File: src/rtl/cpu_pkg.sv
// Shared types and instruction field positions for the 16-bit toy CPU control path.
package cpu_pkg;

    localparam int IR_W   = 16;
    localparam int REG_AW = 4;
    localparam int IMM_W  = 8;
    localparam int TGT_W  = 5;

    localparam int OP_HI  = 15;
    localparam int OP_LO  = 13;
    localparam int LI_BIT = 12;
    localparam int RD_HI  = 11;
    localparam int RD_LO  = 8;
    localparam int RS_HI  = 7;
    localparam int RS_LO  = 4;
    localparam int RT_HI  = 3;
    localparam int RT_LO  = 0;
    localparam int TGT_HI = 12;
    localparam int TGT_LO = 8;
    localparam int IMM_HI = 7;
    localparam int IMM_LO = 0;

    typedef enum logic [2:0] {
        OP_STORE = 3'b000,
        OP_LOAD  = 3'b001,
        OP_ADD   = 3'b010,
        OP_BEQ   = 3'b101,
        OP_STOP  = 3'b111
    } opcode_t;

    typedef enum logic [2:0] {
        IDLE,
        FETCH,
        DECODE,
        EXEC,
        HALT
    } seq_state_t;

    // WD_NONE drives a zero write-data bus for ops that do not write the RF.
    typedef enum logic [1:0] {
        WD_NONE,
        WD_IMM,
        WD_DM,
        WD_ALU
    } wd_sel_t;

    typedef struct packed {
        logic              rf_we;
        logic              dm_we;
        logic              illegal;
        logic              is_beq;
        logic              is_stop;
        wd_sel_t           wd_sel;
        logic [REG_AW-1:0] ra1;
        logic [REG_AW-1:0] ra2;
        logic [REG_AW-1:0] wa;
        logic [REG_AW-1:0] dm_addr;
        logic [IMM_W-1:0]  imm;
        logic [TGT_W-1:0]  target;
    } decode_t;

endpackage

File: src/rtl/instr_decoder.sv
// Purely combinational decode of the instruction register into addresses,
// write-data select and write/control flags.
module instr_decoder
    import cpu_pkg::*;
(
    input  logic [IR_W-1:0] ir,
    output decode_t         dec
);

    logic [2:0] op_bits;

    assign op_bits = ir[OP_HI:OP_LO];

    // NOTE: every field gets a default before the case so no path can infer a latch.
    always_comb begin
        dec         = '0;
        dec.wd_sel  = WD_NONE;
        dec.ra1     = ir[RS_HI:RS_LO];
        dec.ra2     = ir[RT_HI:RT_LO];
        dec.wa      = ir[RD_HI:RD_LO];
        dec.dm_addr = ir[RS_HI:RS_LO];
        dec.imm     = ir[IMM_HI:IMM_LO];
        dec.target  = ir[TGT_HI:TGT_LO];

        case (opcode_t'(op_bits))
            OP_STORE: begin
                // Port A supplies the DM write data, so it reads the source register.
                dec.ra1   = ir[RT_HI:RT_LO];
                dec.dm_we = 1'b1;
            end
            OP_LOAD: begin
                dec.rf_we = 1'b1;
                if (ir[LI_BIT]) begin
                    dec.wd_sel = WD_IMM;
                end else begin
                    dec.wa     = ir[RT_HI:RT_LO];
                    dec.wd_sel = WD_DM;
                end
            end
            OP_ADD: begin
                dec.rf_we  = 1'b1;
                dec.wd_sel = WD_ALU;
            end
            OP_BEQ: begin
                dec.is_beq = 1'b1;
            end
            OP_STOP: begin
                dec.is_stop = 1'b1;
            end
            default: begin
                dec.illegal = 1'b1;
            end
        endcase
    end

endmodule

File: src/rtl/cpu_sequencer.sv
// Multi-cycle FETCH/DECODE/EXEC sequencer: owns PC, IR and the retired counter,
// and strobes the RF/DM write ports for exactly the EXEC cycle.
module cpu_sequencer
    import cpu_pkg::*;
#(
    parameter int DATA_W = 8,
    parameter int PC_W   = 5,
    parameter int CNT_W  = 16
) (
    input  logic              clk,
    input  logic              reset_n,
    input  logic              run,
    input  logic              step,
    input  logic              restart,
    output logic [PC_W-1:0]   pc,
    input  logic [IR_W-1:0]   instr,
    output logic [REG_AW-1:0] rf_ra1,
    output logic [REG_AW-1:0] rf_ra2,
    input  logic [DATA_W-1:0] rf_rd1,
    input  logic [DATA_W-1:0] rf_rd2,
    output logic              rf_we,
    output logic [REG_AW-1:0] rf_wa,
    output logic [DATA_W-1:0] rf_wd,
    output logic [REG_AW-1:0] dm_addr,
    input  logic [DATA_W-1:0] dm_rd,
    output logic              dm_we,
    output logic              halted,
    output logic              illegal,
    output logic [CNT_W-1:0]  retired
);

    seq_state_t      state;
    seq_state_t      next_state;
    logic [IR_W-1:0] ir;
    logic [PC_W-1:0] next_pc;
    decode_t         dec;

    instr_decoder u_decoder (
        .ir  (ir),
        .dec (dec)
    );

    // NOTE: sequential state uses non-blocking assignments so every register
    // samples pre-edge values regardless of process ordering.
    always_ff @(posedge clk or negedge reset_n) begin
        if (!reset_n) begin
            state <= IDLE;
        end else begin
            state <= next_state;
        end
    end

    always_comb begin
        next_state = state;
        case (state)
            IDLE: begin
                if (restart) begin
                    next_state = IDLE;
                end else if (run || step) begin
                    next_state = FETCH;
                end
            end
            FETCH:  next_state = DECODE;
            DECODE: next_state = EXEC;
            EXEC: begin
                if (dec.is_stop) begin
                    next_state = HALT;
                end else if (run) begin
                    next_state = FETCH;
                end else begin
                    next_state = IDLE;
                end
            end
            HALT: begin
                if (restart) begin
                    next_state = IDLE;
                end
            end
            default: next_state = IDLE;
        endcase
    end

    // Strobes derive only from registered state and IR, so reset clears them at once.
    always_comb begin
        rf_we   = 1'b0;
        dm_we   = 1'b0;
        illegal = 1'b0;
        halted  = (state == HALT);
        if (state == EXEC) begin
            rf_we   = dec.rf_we;
            dm_we   = dec.dm_we;
            illegal = dec.illegal;
        end
    end

    always_comb begin
        case (dec.wd_sel)
            WD_IMM:  rf_wd = DATA_W'(dec.imm);
            WD_DM:   rf_wd = dm_rd;
            WD_ALU:  rf_wd = rf_rd1 + rf_rd2;
            default: rf_wd = '0;
        endcase
    end

    always_comb begin
        if (dec.is_stop) begin
            next_pc = pc;
        end else if (dec.is_beq && (rf_rd1 == rf_rd2)) begin
            next_pc = PC_W'(dec.target);
        end else begin
            next_pc = pc + PC_W'(1);
        end
    end

    always_ff @(posedge clk or negedge reset_n) begin
        if (!reset_n) begin
            pc      <= '0;
            ir      <= '0;
            retired <= '0;
        end else begin
            if (state == FETCH) begin
                ir <= instr;
            end
            if (state == EXEC) begin
                pc      <= next_pc;
                retired <= retired + CNT_W'(1);
            end else if (restart && (state == IDLE || state == HALT)) begin
                pc <= '0;
            end
        end
    end

    assign rf_ra1  = dec.ra1;
    assign rf_ra2  = dec.ra2;
    assign rf_wa   = dec.wa;
    assign dm_addr = dec.dm_addr;

endmodule
File: config.mk
export PLATFORM = sky130hd
export DESIGN_NAME = cpu_sequencer
export DESIGN_NICKNAME = d
export VERILOG_FILES = /design/src/rtl/cpu_pkg.sv /design/src/rtl/instr_decoder.sv /design/src/rtl/cpu_sequencer.sv
export SDC_FILE = /design/constraint.sdc
export NUM_CORES = 1
export LEC_CHECK = 0
export BUFFER_PORTS_ARGS = -buffer_cell sky130_fd_sc_hd__buf_2
export CAP_MARGIN = 0
export CORE_MARGIN = 1
export CORE_UTILIZATION = 54
export DETAILED_ROUTE_END_ITERATION = 8
export GPL_TIMING_DRIVEN = 0
export HOLD_SLACK_MARGIN = 0.1
export PLACE_DENSITY = 0.86
export RECOVER_POWER = 50
export SETUP_SLACK_MARGIN = 0.4
export SYNTH_ARGS = -nofsm -noshare
export SYNTH_HDL_FRONTEND = slang
export SYNTH_HIERARCHICAL = 1
export SYNTH_SLANG_ARGS = --single-unit
File: constraint.sdc
create_clock -name clk -period 3.1 [get_ports clk]
set_input_delay 0.155 -clock clk [delete_from_list [all_inputs] [get_ports clk]]
set_output_delay 0.155 -clock clk [all_outputs]
set_load 0.02 [all_outputs]
### Yosys cells after proc, flatten, opt, wreduce, memory -nomap -nowiden

Cells that the tools add are included.

| operators by class | value |
|---|---|
| equality and inequality tests | 15 |
| reductions and logical operators | 11 |
| $add $sub $neg | 3 |
| multiplexer cells | 24 |

Operators with widths:

| operator | number |
|---|---|
| one-hot mux 8 bit (3 select lines) | 1 |
| 2-to-1 mux 5 bit | 4 |
| adder 16 x 1 -> 16 bit, second input constant | 1 |
| one-hot mux 3 bit (5 select lines) | 1 |
| 2-to-1 mux 3 bit | 4 |
| 2-to-1 mux 4 bit | 3 |
| == test 3 x 2 -> 1 bit, second input constant | 3 |
| == test 3 bit, second input constant | 3 |
| 2-to-1 mux 1 bit | 9 |
| adder 8 bit | 1 |
| == test 8 bit | 1 |
| == test 3 x 1 -> 1 bit, second input constant | 2 |
| logical NOT 3 bit | 2 |
| adder 5 x 1 -> 5 bit, second input constant | 1 |
| OR reduction 5 bit | 1 |
| == test 2 bit, second input constant | 2 |
| != test 2 bit, second input constant | 2 |
| one-hot mux 2 bit (2 select lines) | 1 |
| AND reduction 2 bit | 2 |
| != test 3 bit, second input constant | 1 |
| == test 2 x 1 -> 1 bit, second input constant | 1 |
| logical AND 1 bit | 2 |
| logical OR 1 bit | 2 |
| 2-to-1 mux 2 bit | 1 |
| 2 further kinds | 2 |

| word-level totals | value |
|---|---|
| output and inout bits | 49 |
| input bits | 45 |
| logic and storage cells | 57 |
| register bits after elaboration | 40 |

### Depth between registers and ports, before layout

Gate-level depths: netlist (run 1).

| depth | value |
|---|---|
| depth after elaboration | 6 |
| depth in mapped cells | 8 |
| gate-level depth less buffers | 8 |

### Cells and area by module

Netlist (run 1), hierarchy kept.

By module, submodules not included:

| module | area an instance (um^2) | seq. area each (um^2) | times used | cells an instance |
|---|---|---|---|---|
| cpu_sequencer | 2,272.2 | 1,001.0 | 1 | 209 |
| instr_decoder | 379.1 | 0.0 | 1 | 45 |

### Worst setup path before layout (run 1)

No wires, ideal clock.

| path | value |
|---|---|
| path type | reg-to-output |
| from | reg ir[14] |
| to | out rf_wd[5] |
| path buffers | 1 |
| slack | 0.910 ns |
| stages on the path, launching flop included | 6 |
| arrival time | 2.035 ns |
| required time | 2.945 ns |
| path through | dfrtp_1 -> or3b_2 -> a21oi_1 -> clkbuf_1 -> nand2_1 -> o21ai_0 |

RTL lines:

| item | RTL line | RTL |
|---|---|---|
| from (decl) | cpu_sequencer.sv:34 | `logic [IR_W-1:0] ir;` |
| from (signal assigned) | cpu_sequencer.sv:122 | `ir <= instr;` |
| to (decl) | cpu_sequencer.sv:23 | `output logic [DATA_W-1:0] rf_wd,` |

==> results of run 1 <==
==> flip-flops by register name (all words and copies together), names as in the netlist <==
name and count:
retired 16, pc 5, state 3, ir 16
==> placed cells by master, fill, tap and decap left out, types with 3 or more instances in the layout <==
| cell | n |
|---|---|
| sky130_fd_sc_hd__a21oi_1 | 11 |
| sky130_fd_sc_hd__a22o_1 | 4 |
| sky130_fd_sc_hd__a22oi_1 | 3 |
| sky130_fd_sc_hd__a31oi_1 | 3 |
| sky130_fd_sc_hd__and2_1 | 3 |
| sky130_fd_sc_hd__and3_1 | 7 |
| sky130_fd_sc_hd__buf_2 | 65 |
| sky130_fd_sc_hd__buf_4 | 20 |
| sky130_fd_sc_hd__clkbuf_1 | 31 |
| sky130_fd_sc_hd__clkbuf_4 | 3 |
| sky130_fd_sc_hd__clkbuf_8 | 6 |
| sky130_fd_sc_hd__dfrtp_1 | 39 |
| sky130_fd_sc_hd__dlygate4sd3_1 | 15 |
| sky130_fd_sc_hd__ha_1 | 9 |
| sky130_fd_sc_hd__inv_1 | 8 |
| sky130_fd_sc_hd__mux2_2 | 27 |
| sky130_fd_sc_hd__mux2i_1 | 5 |
| sky130_fd_sc_hd__nand2_1 | 14 |
| sky130_fd_sc_hd__nand2b_1 | 6 |
| sky130_fd_sc_hd__nand3_1 | 6 |
| sky130_fd_sc_hd__nor2_1 | 14 |
| sky130_fd_sc_hd__o21ai_0 | 10 |
| sky130_fd_sc_hd__xnor2_1 | 14 |
| sky130_fd_sc_hd__xor2_1 | 7 |
==> stage by stage <==
| stage | power [mW] | setup WS (ns) | cell area (µm²) | std cells | hold WS [ns] |
|---|---|---|---|---|---|
| after floorplan | 2.30 | 0.910 | 2650 | 254 | -0.141 |
| after global placement | 2.76 | 0.662 | 3200 | 414 | 0.321 |
| after detailed placement | 2.80 | 0.675 | 3200 | 414 | 0.319 |
| after CTS | 3.19 | 0.471 | 3450 | 437 | 0.108 |
| after global routing | 3.37 | 0.236 | 3410 | 437 | 0.109 |
| final | 3.17 | 0.470 | 3410 | 437 | 0.116 |
==> critical path, stage by stage, from the launching register on <==
cell and delay, ns:
sky130_fd_sc_hd__dfrtp_1 0.36, sky130_fd_sc_hd__buf_4 0.18, sky130_fd_sc_hd__or3b_2 0.45, sky130_fd_sc_hd__a21oi_1 0.25, sky130_fd_sc_hd__clkbuf_4 0.26, sky130_fd_sc_hd__mux2_2 0.35, sky130_fd_sc_hd__a22o_1 0.17, sky130_fd_sc_hd__buf_2 0.15
==> metal layers <==
metal	up-vias	global-route usage [%]
met3	13	5.42
met2	89	43.0
met4	0	10.7
met1	1097	30.3
li1	1102	-
met5	-	0
==> cell families after synthesis <==
logic type | count (synthesis) | share of synthesized area, %
AO/OA/AOI/OAI | 44 | 10.9
AND/OR/NAND/NOR | 72 | 17.1
multiplexers | 32 | 13.4
adder cells (fa/ha/maj) | 10 | 5.00
XOR/XNOR | 21 | 6.94
flip-flops | 40 | 37.8
buffers and inverters | 35 | 8.92
==> repair_timing <==
action,in CTS,in global routing
resized for setup,1,4
hold buffers,15,0
setup endpoints to repair,1,4
hold endpoints to repair,54,0
==> cell type report <==
cell class	instances	area [µm²]	share of cell area, %
Clock inverter	1	7.51	0.220
Timing Repair Buffer	108	581	17.0
Multi-Input combinational cell	179	1420	41.5
Sequential cell	40	1000	29.4
Clock buffer	7	86.3	2.53
Buffer	27	203	5.94
Tap cell	67	83.8	2.46
Inverter	8	30.0	0.881
==> where the power goes <==
part           total, mW  switching, mW  internal [mW]
sequential         0.955          0.249          0.706
clock              0.362          0.181          0.181
combinational       1.85          0.969          0.880
==> path summary, 6_finish.rpt <==
path | to | start | cells after the start
max | rf_wd[0] | ir[13] | 7
min reg2reg | retired[15] | retired[15] | 1
min | ir[14] | instr[14] | 2
min in group asynchronous | ir[0] | reset_n | 2
max in group asynchronous | ir[14] | reset_n | 2
max reg2reg | retired[13] | state[2] | 6
==> Implementation_results.wiki, run 1 <==
{| class="wikitable"
! Metric !! Value
|-
| Largest net degree at the start of global routing || 41
|-
| Run status || complete, but fails checks
|-
| Synth Instances || 254
|-
| Critical path peak fanout || 10
|-
| Most instantiated flip-flop cell in the synthesis netlist || sky130_fd_sc_hd__dfrtp_1
|-
| CTS clock-pin slew for the worst setup and hold paths || 0.07 ns
|-
| Residual overflow from global routing || 0
|-
| Largest cells by area after synthesis || sky130_fd_sc_hd__dfrtp_1 (38%), sky130_fd_sc_hd__mux2_2 (11%), sky130_fd_sc_hd__buf_4 (6.2%), sky130_fd_sc_hd__xnor2_1 (4.6%), sky130_fd_sc_hd__ha_1 (4.2%)
|-
| Post-route fraction of the period consumed by the critical path || 84.8%
|-
| Total clock buffers created by CTS || 5
|-
| Latest clock arrival within the worst-skew pair || 0.30 ns
|-
| Final Setup Violations || 0
|-
| Path type of the worst setup path || flop to output port
|-
| IR drop worst, VDD || a little over 0.5 mV
|-
| Area Growth Syn to Fin || 28.6%
|-
| Async set-reset flop share out of synthesis || between 90% and 100%
|-
| Type of the most critical hold path || input pin to flop
|-
| Standard-cell row count || 25
|-
| CTS tree || built
|-
| YS warnings || 6
|-
| Post-synthesis sequential element count || 40
|-
| Number of placed I/O pins || 94
|-
| Data required, critical path || 2.94 ns
|-
| Top-area cell type share of the netlist area || about 38%
|-
| Layout Utilization || around 72%
|-
| Metal2 WL || 3.03 mm
|-
| Static leakage || 1.64 nW
|-
| RSZ-0062 raised after global routing || no
|-
| Number of nets in the final layout || 424
|-
| Remaining number of nets flagged by the antenna check after routing || 0
|-
| Synth Net Count || 309
|-
| Final worst path period need || about 2.6 ns
|-
| Wire length the detailed router placed on met1 || 2.64 mm
|-
| Worst setup SP type || flop
|-
| Headroom to the max-slew limit || -39.8%
|-
| GRT Total Usage || about 25%
|-
| # fillers || about 380
|-
| Sequential element share of the synthesized area || 37.8%
|-
| Power density cells || 929 nW/µm²
|-
| Maximum capacitance violations || 1
|-
| Share of final-layout standard cells stronger than drive strength 1 || 37.3%
|-
| Vias/cell || 5.27
|-
| Post-Route WL || 6.17 mm
|-
| Worst EP arrival || 2.47 ns
|-
| Most frequent cell after synthesis || sky130_fd_sc_hd__dfrtp_1
|-
| Max Buffers Root-to-Sink || 2
|-
| Total die area || 5190 µm²
|-
| Horizontal die dimension || 72.1 µm
|-
| Max Clk Rate || 380 MHz
|-
| Clk_skew || a little over 0.01 ns
|-
| Post-DR wirelength/cell || between 10 and 15 µm
|-
| Final-report hold violation count || 0
|-
| Total negative slack for setup checks || 0 ns
|-
| Routability congestion estimate || 0.894
|-
| HPWL Detailed || 4.49 mm
|-
| First-pass iteration count of the detailed router || 4
|-
| Number of global-route vias before repair || around 2300
|-
| Tightest Pin Transition || roughly 2.1 ns
|-
| Area inside the core boundary || 4720 µm²
|-
| Uppermost layer routed || met4
|-
| Count of flip-flops with a built-in enable after synthesis || 0
|-
| Number of violations reported at the end of detailed-routing iteration 0 || 179
|-
| Diodes inserted || 0
|-
| Routed via count || 2301
|-
| Cell variety after synth || 50
|-
| Critical Path Sink Type || output port
|-
| Final count of pins violating max slew || 41
|-
| Commonest cells post-synth || sky130_fd_sc_hd__dfrtp_1 (40), sky130_fd_sc_hd__mux2_2 (27), sky130_fd_sc_hd__buf_4 (22)
|-
| Global-route wire length before repair || 10.1 mm
|-
| Antenna violations before repair || 0
|-
| Initial core utilization || 56.1%
|-
| Post-synthesis cell area || between 2000 and 3000 µm²
|-
| Count of unresolved DRC violations after routing || 0
|-
| Violated checks || capacitance limit, slew limit
|-
| Total length of routed met3 wires || 366 µm
|-
| Count of buffers added by post-CTS timing repair for setup || 0
|-
| Most area-hungry cell type in the Yosys netlist || sky130_fd_sc_hd__dfrtp_1
|-
| Mean post-synth cell area || 10.4 µm²
|-
| Die Height || about 72 µm
|-
| Sink count of the clock tree || 40
|-
| H-Tree Depth || 2
|-
| Clock root buffer master || sky130_fd_sc_hd__clkbuf_8
|-
| R2R setup slack || 1.23 ns
|-
| Port Buffer Count || 93
|}
Power figures use the tool's default switching activity.
==> run 2, diff against run 1 <==
--- a/config.mk
+++ b/config.mk
@@ -8,11 +8,11 @@
 export BUFFER_PORTS_ARGS = -buffer_cell sky130_fd_sc_hd__buf_2
 export CAP_MARGIN = 0
 export CORE_MARGIN = 1
-export CORE_UTILIZATION = 54
+export CORE_UTILIZATION = 50
 export DETAILED_ROUTE_END_ITERATION = 8
 export GPL_TIMING_DRIVEN = 0
 export HOLD_SLACK_MARGIN = 0.1
-export PLACE_DENSITY = 0.86
+export PLACE_DENSITY = 0.8
 export RECOVER_POWER = 50
 export SETUP_SLACK_MARGIN = 0.4
 export SYNTH_ARGS = -nofsm -noshare
==> constraint.sdc (replaced) <==
create_clock -name clk -period 2.7 [get_ports clk]
set_input_delay 0.135 -clock clk [delete_from_list [all_inputs] [get_ports clk]]
set_output_delay 0.135 -clock clk [all_outputs]
set_load 0.02 [all_outputs]
==> run 2 against run 1 <==
The flow now finishes without violations. Count of clock-buffer cells in the layout shrank 2. Register-to-register slack worse by 0.43 ns. Clock skew hardly changed. Sequential power grew 12%. Via count rose by 0.65%. Global-route usage fell by 1.4 points. Final cell count rose by 2.1%. Cell area is 3.6% higher. First-iteration DRC count fell by 42%. Worst setup slack worse by 0.029 ns. Combinational power is 23% higher. Largest power group unchanged. Highest routed layer unchanged.
==> Implementation_results.wiki, run 2 (synthesis gave the netlist of run 1 again) <==
{| class="wikitable"
! Metric !! Value
|-
| Run status || complete, no violations
|-
| GRT Total Usage || 23.6% (-1.4 points)
|-
| Critical path peak fanout || 3 (-7)
|-
| Headroom to the max-slew limit || 33.4% (+73 points)
|-
| IR drop worst, VDD || 0.620 mV (+22%)
|-
| Area Growth Syn to Fin || 33.2%
|-
| Residual overflow from global routing || 0 (unchanged)
|-
| Number of global-route vias before repair || 2146 (-5.3%)
|-
| Max Clk Rate || 443 MHz
|-
| CTS clock-pin slew for the worst setup and hold paths || 0.08 ns (about the same)
|-
| Path type of the worst setup path || flop to output port
|-
| Worst EP arrival || 2.12 ns (-0.35 ns)
|-
| First-pass iteration count of the detailed router || 5 (+1)
|-
| Share of final-layout standard cells stronger than drive strength 1 || 38.3% (+1.0 points)
|-
| Count of unresolved DRC violations after routing || 0 (unchanged)
|-
| Final worst path period need || 2.26 ns
|-
| Max Buffers Root-to-Sink || 2 (unchanged)
|-
| Routability congestion estimate || 0.852 (-4.7%)
|-
| Total power draw || 3.84 mW (+21%)
|-
| Most frequent standard cell in the layout excluding fill and tap cells || sky130_fd_sc_hd__buf_2
|-
| Maximum capacitance violations || 0 (-1)
|-
| Remaining number of nets flagged by the antenna check after routing || 0 (unchanged)
|-
| Worst stage delay on the critical path || 0.39 ns (-0.06 ns)
|-
| CTS tree || built
|-
| Tightest Pin Transition || 0.999 ns (-1.10 ns)
|-
| Crit-path slowest cell || sky130_fd_sc_hd__or3b_4
|-
| Routed via count || 2316 (+0.65%)
|-
| Number of placed I/O pins || 94 (unchanged)
|-
| Port Buffer Count || 93 (unchanged)
|-
| Die Height || 74.8 µm (+3.8%)
|-
| Final count of pins violating max slew || 0 (-100%)
|-
| Number of violations reported at the end of detailed-routing iteration 0 || 103 (-42%)
|-
| Biggest registers after layout || ir: 16 flops, retired: 16 flops, pc: 5 flops
|-
| Initial core utilization || 51.9% (-4.2 points)
|-
| Worst path cell trace || buf_6, or3b_4, a21oi_4, clkbuf_8, mux2_4, a22o_1, buf_6
|-
| Diodes inserted || 0 (unchanged)
|-
| Clk_skew || 0.00993 ns (-0.000344 ns)
|-
| Layout Utilization || 69.1% (-3.1 points)
|-
| Setup slack after placement || 0.292 ns (-0.383 ns)
|-
| Horizontal die dimension || 74.8 µm (+3.8%)
|-
| Post-Route WL || 6.38 mm (+3.4%)
|-
| Total die area || 5600 µm² (+7.8%)
|-
| Total negative slack for setup checks || 0 ns (unchanged)
|-
| Standard-cell row count || 26 (+4.0%)
|-
| Worst setup SP type || flop
|-
| Global-route wire length before repair || 9.89 mm (-1.9%)
|-
| Post-layout worst setup margin || 0.441 ns (-0.0294 ns)
|-
| Static leakage || 1.69 nW (+3.1%)
|-
| RSZ-0062 raised after global routing || no
|-
| HPWL Detailed || 4.52 mm (+0.66%)
|-
| Critical Path Sink Type || output port
|-
| Final-report hold violation count || 0 (unchanged)
|-
| Worst-case reg-to-reg path depth || 9 (+3)
|-
| Latest clock arrival within the worst-skew pair || 0.30 ns (about the same)
|-
| Power density cells || 1090 nW/µm² (+17%)
|-
| Vias/cell || 5.19 (-1.4%)
|-
| Worst Hold Depth || 5 (+3)
|-
| Cell repeated most along the worst path || sky130_fd_sc_hd__buf_6
|-
| Clock root buffer master || sky130_fd_sc_hd__clkbuf_8
|-
| Number of nets in the final layout || 430 (+1.4%)
|-
| H-Tree Depth || 2 (unchanged)
|-
| Commonest cells after routing, fill and taps aside || sky130_fd_sc_hd__buf_2 (62), sky130_fd_sc_hd__dfrtp_1 (38), sky130_fd_sc_hd__clkbuf_1 (30)
|-
| Antenna violations before repair || 0 (unchanged)
|-
| Post-Route Hold Slack || 0.259 ns (+0.143 ns)
|-
| Largest net degree at the start of global routing || 41 (unchanged)
|-
| Data required, critical path || 2.57 ns (-0.37 ns)
|-
| Sink count of the clock tree || 40 (unchanged)
|-
| Final Setup Violations || 0 (unchanged)
|-
| Area inside the core boundary || 5110 µm² (+8.1%)
|-
| Post-DR wirelength/cell || 14.3 µm (+1.3%)
|-
| Post-route fraction of the period consumed by the critical path || 83.7%
|-
| Type of the most critical hold path || input pin to flop
|-
| Total clock buffers created by CTS || 5 (unchanged)
|}
==> run 2: cell types whose count changed in the layout (fill, tap and decap cells not counted), moves of 2 or more <==
cell	delta
sky130_fd_sc_hd__clkbuf_2	+2
sky130_fd_sc_hd__dlygate4sd3_1	+3
sky130_fd_sc_hd__clkbuf_4	-3
sky130_fd_sc_hd__buf_6	+3
sky130_fd_sc_hd__buf_2	-3
sky130_fd_sc_hd__buf_4	+3
==> run 2: where the power goes <==
group          internal [mW]  switching [mW]  leakage (nW)
registers              0.812           0.254         0.504
clock network          0.278           0.225        0.0548
logic                   1.10            1.18          1.13
==> run 2: final timing paths <==
path	from	end	slack [ns]
max	ir[13]	rf_wd[0]	0.44
min	step	state[0]	0.26
max reg2reg	ir[13]	pc[4]	0.80
min reg2reg	retired[15]	retired[15]	0.47
max in group asynchronous	reset_n	ir[14]	1.48
min in group asynchronous	reset_n	ir[0]	0.54
==> run 2: final cells by class <==
type / instances / area, µm²
buffer: 27 / 214
clock buffer: 5 / 68.8
clock inverter: 3 / 46.3
fill: 427 / 1580
inverter: 8 / 30.0
multi-input combinational: 179 / 1440
sequential: 40 / 1000
tap: 70 / 87.6
timing repair buffer: 114 / 642
==> run 2: per-layer routing <==
metal / up-vias / track usage (%) / wire (µm)
li1: 1121 / - / -
met1: 1111 / 29.0 / 2740
met2: 78 / 40.9 / 3210
met3: 6 / 6.56 / 381
met4: 0 / 5.87 / 51
met5: - / 0 / 0
==> run 2: metrics by stage <==
stage,cell area [µm²],std cells
2_1_floorplan,2650,254
3_3_place_gp,3200,417
3_5_place_dp,3200,417
4_1_cts,3560,446
5_1_grt,3530,446
6_report,3530,446
==> run 2: repair_timing <==
action                                 CTS  global route
hold buffers                            18             0
setup buffers                            3             0
pin swaps                                1             3
endpoints found under the hold margin   57             0
gates resized for setup                 11             6
setup endpoints to repair                8             5
==> run 2: worst max-delay path, delay by kind of cell, from the launching register on <==
kind,cells,cell delay (ns)
AOI/OAI and AO/OA,2,0.40
buffers and inverters,3,0.41
DFF,1,0.37
muxes,1,0.28
and+or+nand+nor,1,0.39
==> run 3, diff against run 2 <==
--- a/config.mk
+++ b/config.mk
@@ -8,11 +8,11 @@
 export BUFFER_PORTS_ARGS = -buffer_cell sky130_fd_sc_hd__buf_2
 export CAP_MARGIN = 0
 export CORE_MARGIN = 1
-export CORE_UTILIZATION = 50
+export CORE_UTILIZATION = 45
 export DETAILED_ROUTE_END_ITERATION = 8
 export GPL_TIMING_DRIVEN = 0
 export HOLD_SLACK_MARGIN = 0.1
-export PLACE_DENSITY = 0.8
+export PLACE_DENSITY = 0.76
 export RECOVER_POWER = 50
 export SETUP_SLACK_MARGIN = 0.4
 export SYNTH_ARGS = -nofsm -noshare
==> constraint.sdc (replaced) <==
create_clock -name clk -period 2 [get_ports clk]
set_input_delay 0.1 -clock clk [delete_from_list [all_inputs] [get_ports clk]]
set_output_delay 0.1 -clock clk [all_outputs]
set_load 0.02 [all_outputs]
==> run 3 against run 2 <==
The run now ends with setup timing left. Clock power increased by 11%. Non-clock buffer count increased by 17. Register-to-register slack got worse by 0.54 ns. Largest cell class unchanged. First-iteration DRC count decreased by 40%. Critical path type unchanged.
==> Implementation_results.wiki, run 3 (synthesis gave the netlist of run 1 again) <==
{| class="wikitable"
! Metric !! Value
|-
| Post-DR wirelength/cell || 15.2 µm (+6.6%)
|-
| Residual overflow from global routing || 0 (unchanged)
|-
| # fillers || 443 (+3.7%)
|-
| Largest net degree at the start of global routing || 41 (unchanged)
|-
| Maximum capacitance violations || 0 (unchanged)
|-
| Static leakage || 1.87 nW (+11%)
|-
| Max Buffers Root-to-Sink || 2 (unchanged)
|-
| Biggest registers after layout || ir: 16 flops, retired: 16 flops, pc: 5 flops
|-
| Clock root buffer master || sky130_fd_sc_hd__clkbuf_8
|-
| Layout Utilization || 71.4% (+2.2 points)
|-
| Final-report hold violation count || 0 (unchanged)
|-
| Post-route fraction of the period consumed by the critical path || 117%
|-
| CTS tree || built
|-
| Horizontal die dimension || 78.8 µm (+5.3%)
|-
| Path type of the worst setup path || flop to output port
|-
| Type of the most critical hold path || input pin to flop
|-
| Commonest cells after routing, fill and taps aside || sky130_fd_sc_hd__buf_2 (46), sky130_fd_sc_hd__dfrtp_1 (37), sky130_fd_sc_hd__buf_4 (35)
|-
| Total negative slack for setup checks || -2.08 ns (-2.08 ns)
|-
| Share of final-layout standard cells stronger than drive strength 1 || 48.9% (+11 points)
|-
| Global-route wire length before repair || 11.3 mm (+14%)
|-
| GRT Total Usage || 23.2% (-0.33 points)
|-
| Standard-cell row count || 27 (+3.8%)
|-
| Post-layout worst setup margin || -0.334 ns (-0.774 ns)
|-
| Vias/cell || 5.17 (-0.48%)
|-
| Final worst path period need || 2.33 ns
|-
| Most frequent standard cell in the layout excluding fill and tap cells || sky130_fd_sc_hd__buf_2
|-
| Antenna violations before repair || 0 (unchanged)
|-
| Number of nets in the final layout || 447 (+4.0%)
|-
| Routability congestion estimate || 0.803 (-5.7%)
|-
| Latest clock arrival within the worst-skew pair || 0.29 ns (about the same)
|-
| Total power draw || 6.17 mW (+61%)
|-
| Headroom to the max-slew limit || 40.5% (+7.0 points)
|-
| Initial core utilization || 47.3% (-4.6 points)
|-
| IR drop worst, VDD || 0.843 mV (+36%)
|-
| Number of violations reported at the end of detailed-routing iteration 0 || 62 (-40%)
|-
| H-Tree Depth || 2 (unchanged)
|-
| Final Setup Violations || 8 (+8)
|-
| Area Growth Syn to Fin || 51.0%
|-
| Remaining number of nets flagged by the antenna check after routing || 0 (unchanged)
|-
| Die Height || 78.8 µm (+5.3%)
|-
| Diodes inserted || 0 (unchanged)
|-
| Post-Route WL || 7.09 mm (+11%)
|-
| RSZ-0062 raised after global routing || yes
|-
| Tightest Pin Transition || 0.893 ns (-0.106 ns)
|-
| Run status || complete, but fails checks
|-
| Count of unresolved DRC violations after routing || 0 (unchanged)
|-
| Max Clk Rate || 429 MHz
|-
| Area inside the core boundary || 5610 µm² (+9.8%)
|-
| Number of global-route vias before repair || 2440 (+14%)
|-
| Final count of pins violating max slew || 0 (unchanged)
|-
| Clk_skew || 0.00905 ns (-0.000875 ns)
|-
| Violated checks || setup timing
|-
| Worst EP arrival || 2.23 ns (+0.11 ns)
|-
| Port Buffer Count || 93 (unchanged)
|-
| Total die area || 6200 µm² (+11%)
|-
| CTS clock-pin slew for the worst setup and hold paths || 0.08 ns (about the same)
|-
| First-pass iteration count of the detailed router || 4 (-1)
|-
| Routed via count || 2403 (+3.8%)
|-
| Critical path peak fanout || 10 (+7)
|-
| HPWL Detailed || 4.68 mm (+3.6%)
|-
| Power density cells || 1540 nW/µm² (+42%)
|-
| Data required, critical path || 1.90 ns (-0.67 ns)
|-
| Total clock buffers created by CTS || 5 (unchanged)
|-
| Worst setup SP type || flop
|-
| Sink count of the clock tree || 40 (unchanged)
|-
| Number of placed I/O pins || 94 (unchanged)
|-
| Critical Path Sink Type || output port
|}
[run 3: where the power goes]
part / switching [mW] / internal [mW]
registers: 0.369 / 1.10
clock network: 0.284 / 0.276
logic: 1.93 / 2.21
[run 3: timing repair]
action | 4_1_cts | 5_1_grt
setup endpoints to repair | 30 | 37
endpoints found under the hold margin | 57 | 0
hold buffers | 18 | 0
pin swaps | 10 | 11
gates resized for setup | 60 | 28
setup buffers | 12 | 8
[run 3: worst paths after layout]
check                            startpoint           to  cells past startpoint  slack, ns
worst max-delay path                 ir[13]     rf_wd[5]                      8      -0.33
worst min-delay path                   step     state[0]                      5       0.24
worst max register to register       ir[13]        pc[2]                     10       0.26
worst min register to register  retired[15]  retired[15]                      1       0.47
max in group asynchronous           reset_n       ir[14]                      2       0.91
min in group asynchronous           reset_n        ir[8]                      2       0.47
[run 3: stage by stage]
| stage | area, µm² | hold slack [ns] | instances | setup WS [ns] |
|---|---|---|---|---|
| after floorplan | 2770 | -0.196 | 254 | 0.151 |
| after global placement | 3320 | 0.274 | 419 | -0.0319 |
| after detailed placement | 3320 | 0.276 | 419 | -0.0609 |
| after CTS | 3890 | 0.240 | 457 | -0.216 |
| after global routing | 4000 | 0.275 | 465 | -0.438 |
| final | 4000 | 0.239 | 465 | -0.334 |
[run 3: cell type report]
class                           instances  area [µm²]  share of cell area (%)
Inverter                                8        30.0                   0.750
Timing Repair Buffer                  131         902                    22.5
Clock inverter                          2        10.0                   0.250
Tap cell                               72        90.1                    2.25
Buffer                                 27         224                    5.60
Clock buffer                            6        82.6                    2.06
Sequential cell                        40        1000                    25.1
Multi-Input combinational cell        179        1660                    41.5
[run 3: worst max-delay path, stage by stage, from the launching register on]
cell                       delay, ns
sky130_fd_sc_hd__dfrtp_1        0.40
sky130_fd_sc_hd__buf_6          0.13
sky130_fd_sc_hd__nand2b_1       0.25
sky130_fd_sc_hd__a21oi_1        0.25
sky130_fd_sc_hd__clkbuf_4       0.32
sky130_fd_sc_hd__nor2b_2        0.27
sky130_fd_sc_hd__a22oi_2        0.07
sky130_fd_sc_hd__o21ai_1        0.09
sky130_fd_sc_hd__buf_4          0.16
[run 3: per-layer routing]
| layer | track usage, % | share of wire [%] |
|---|---|---|
| met5 | 0 | 0 |
| met4 | 6.67 | 2.2 |
| met3 | 3.91 | 4.4 |
| met2 | 41.1 | 52 |
| met1 | 29.0 | 41 |
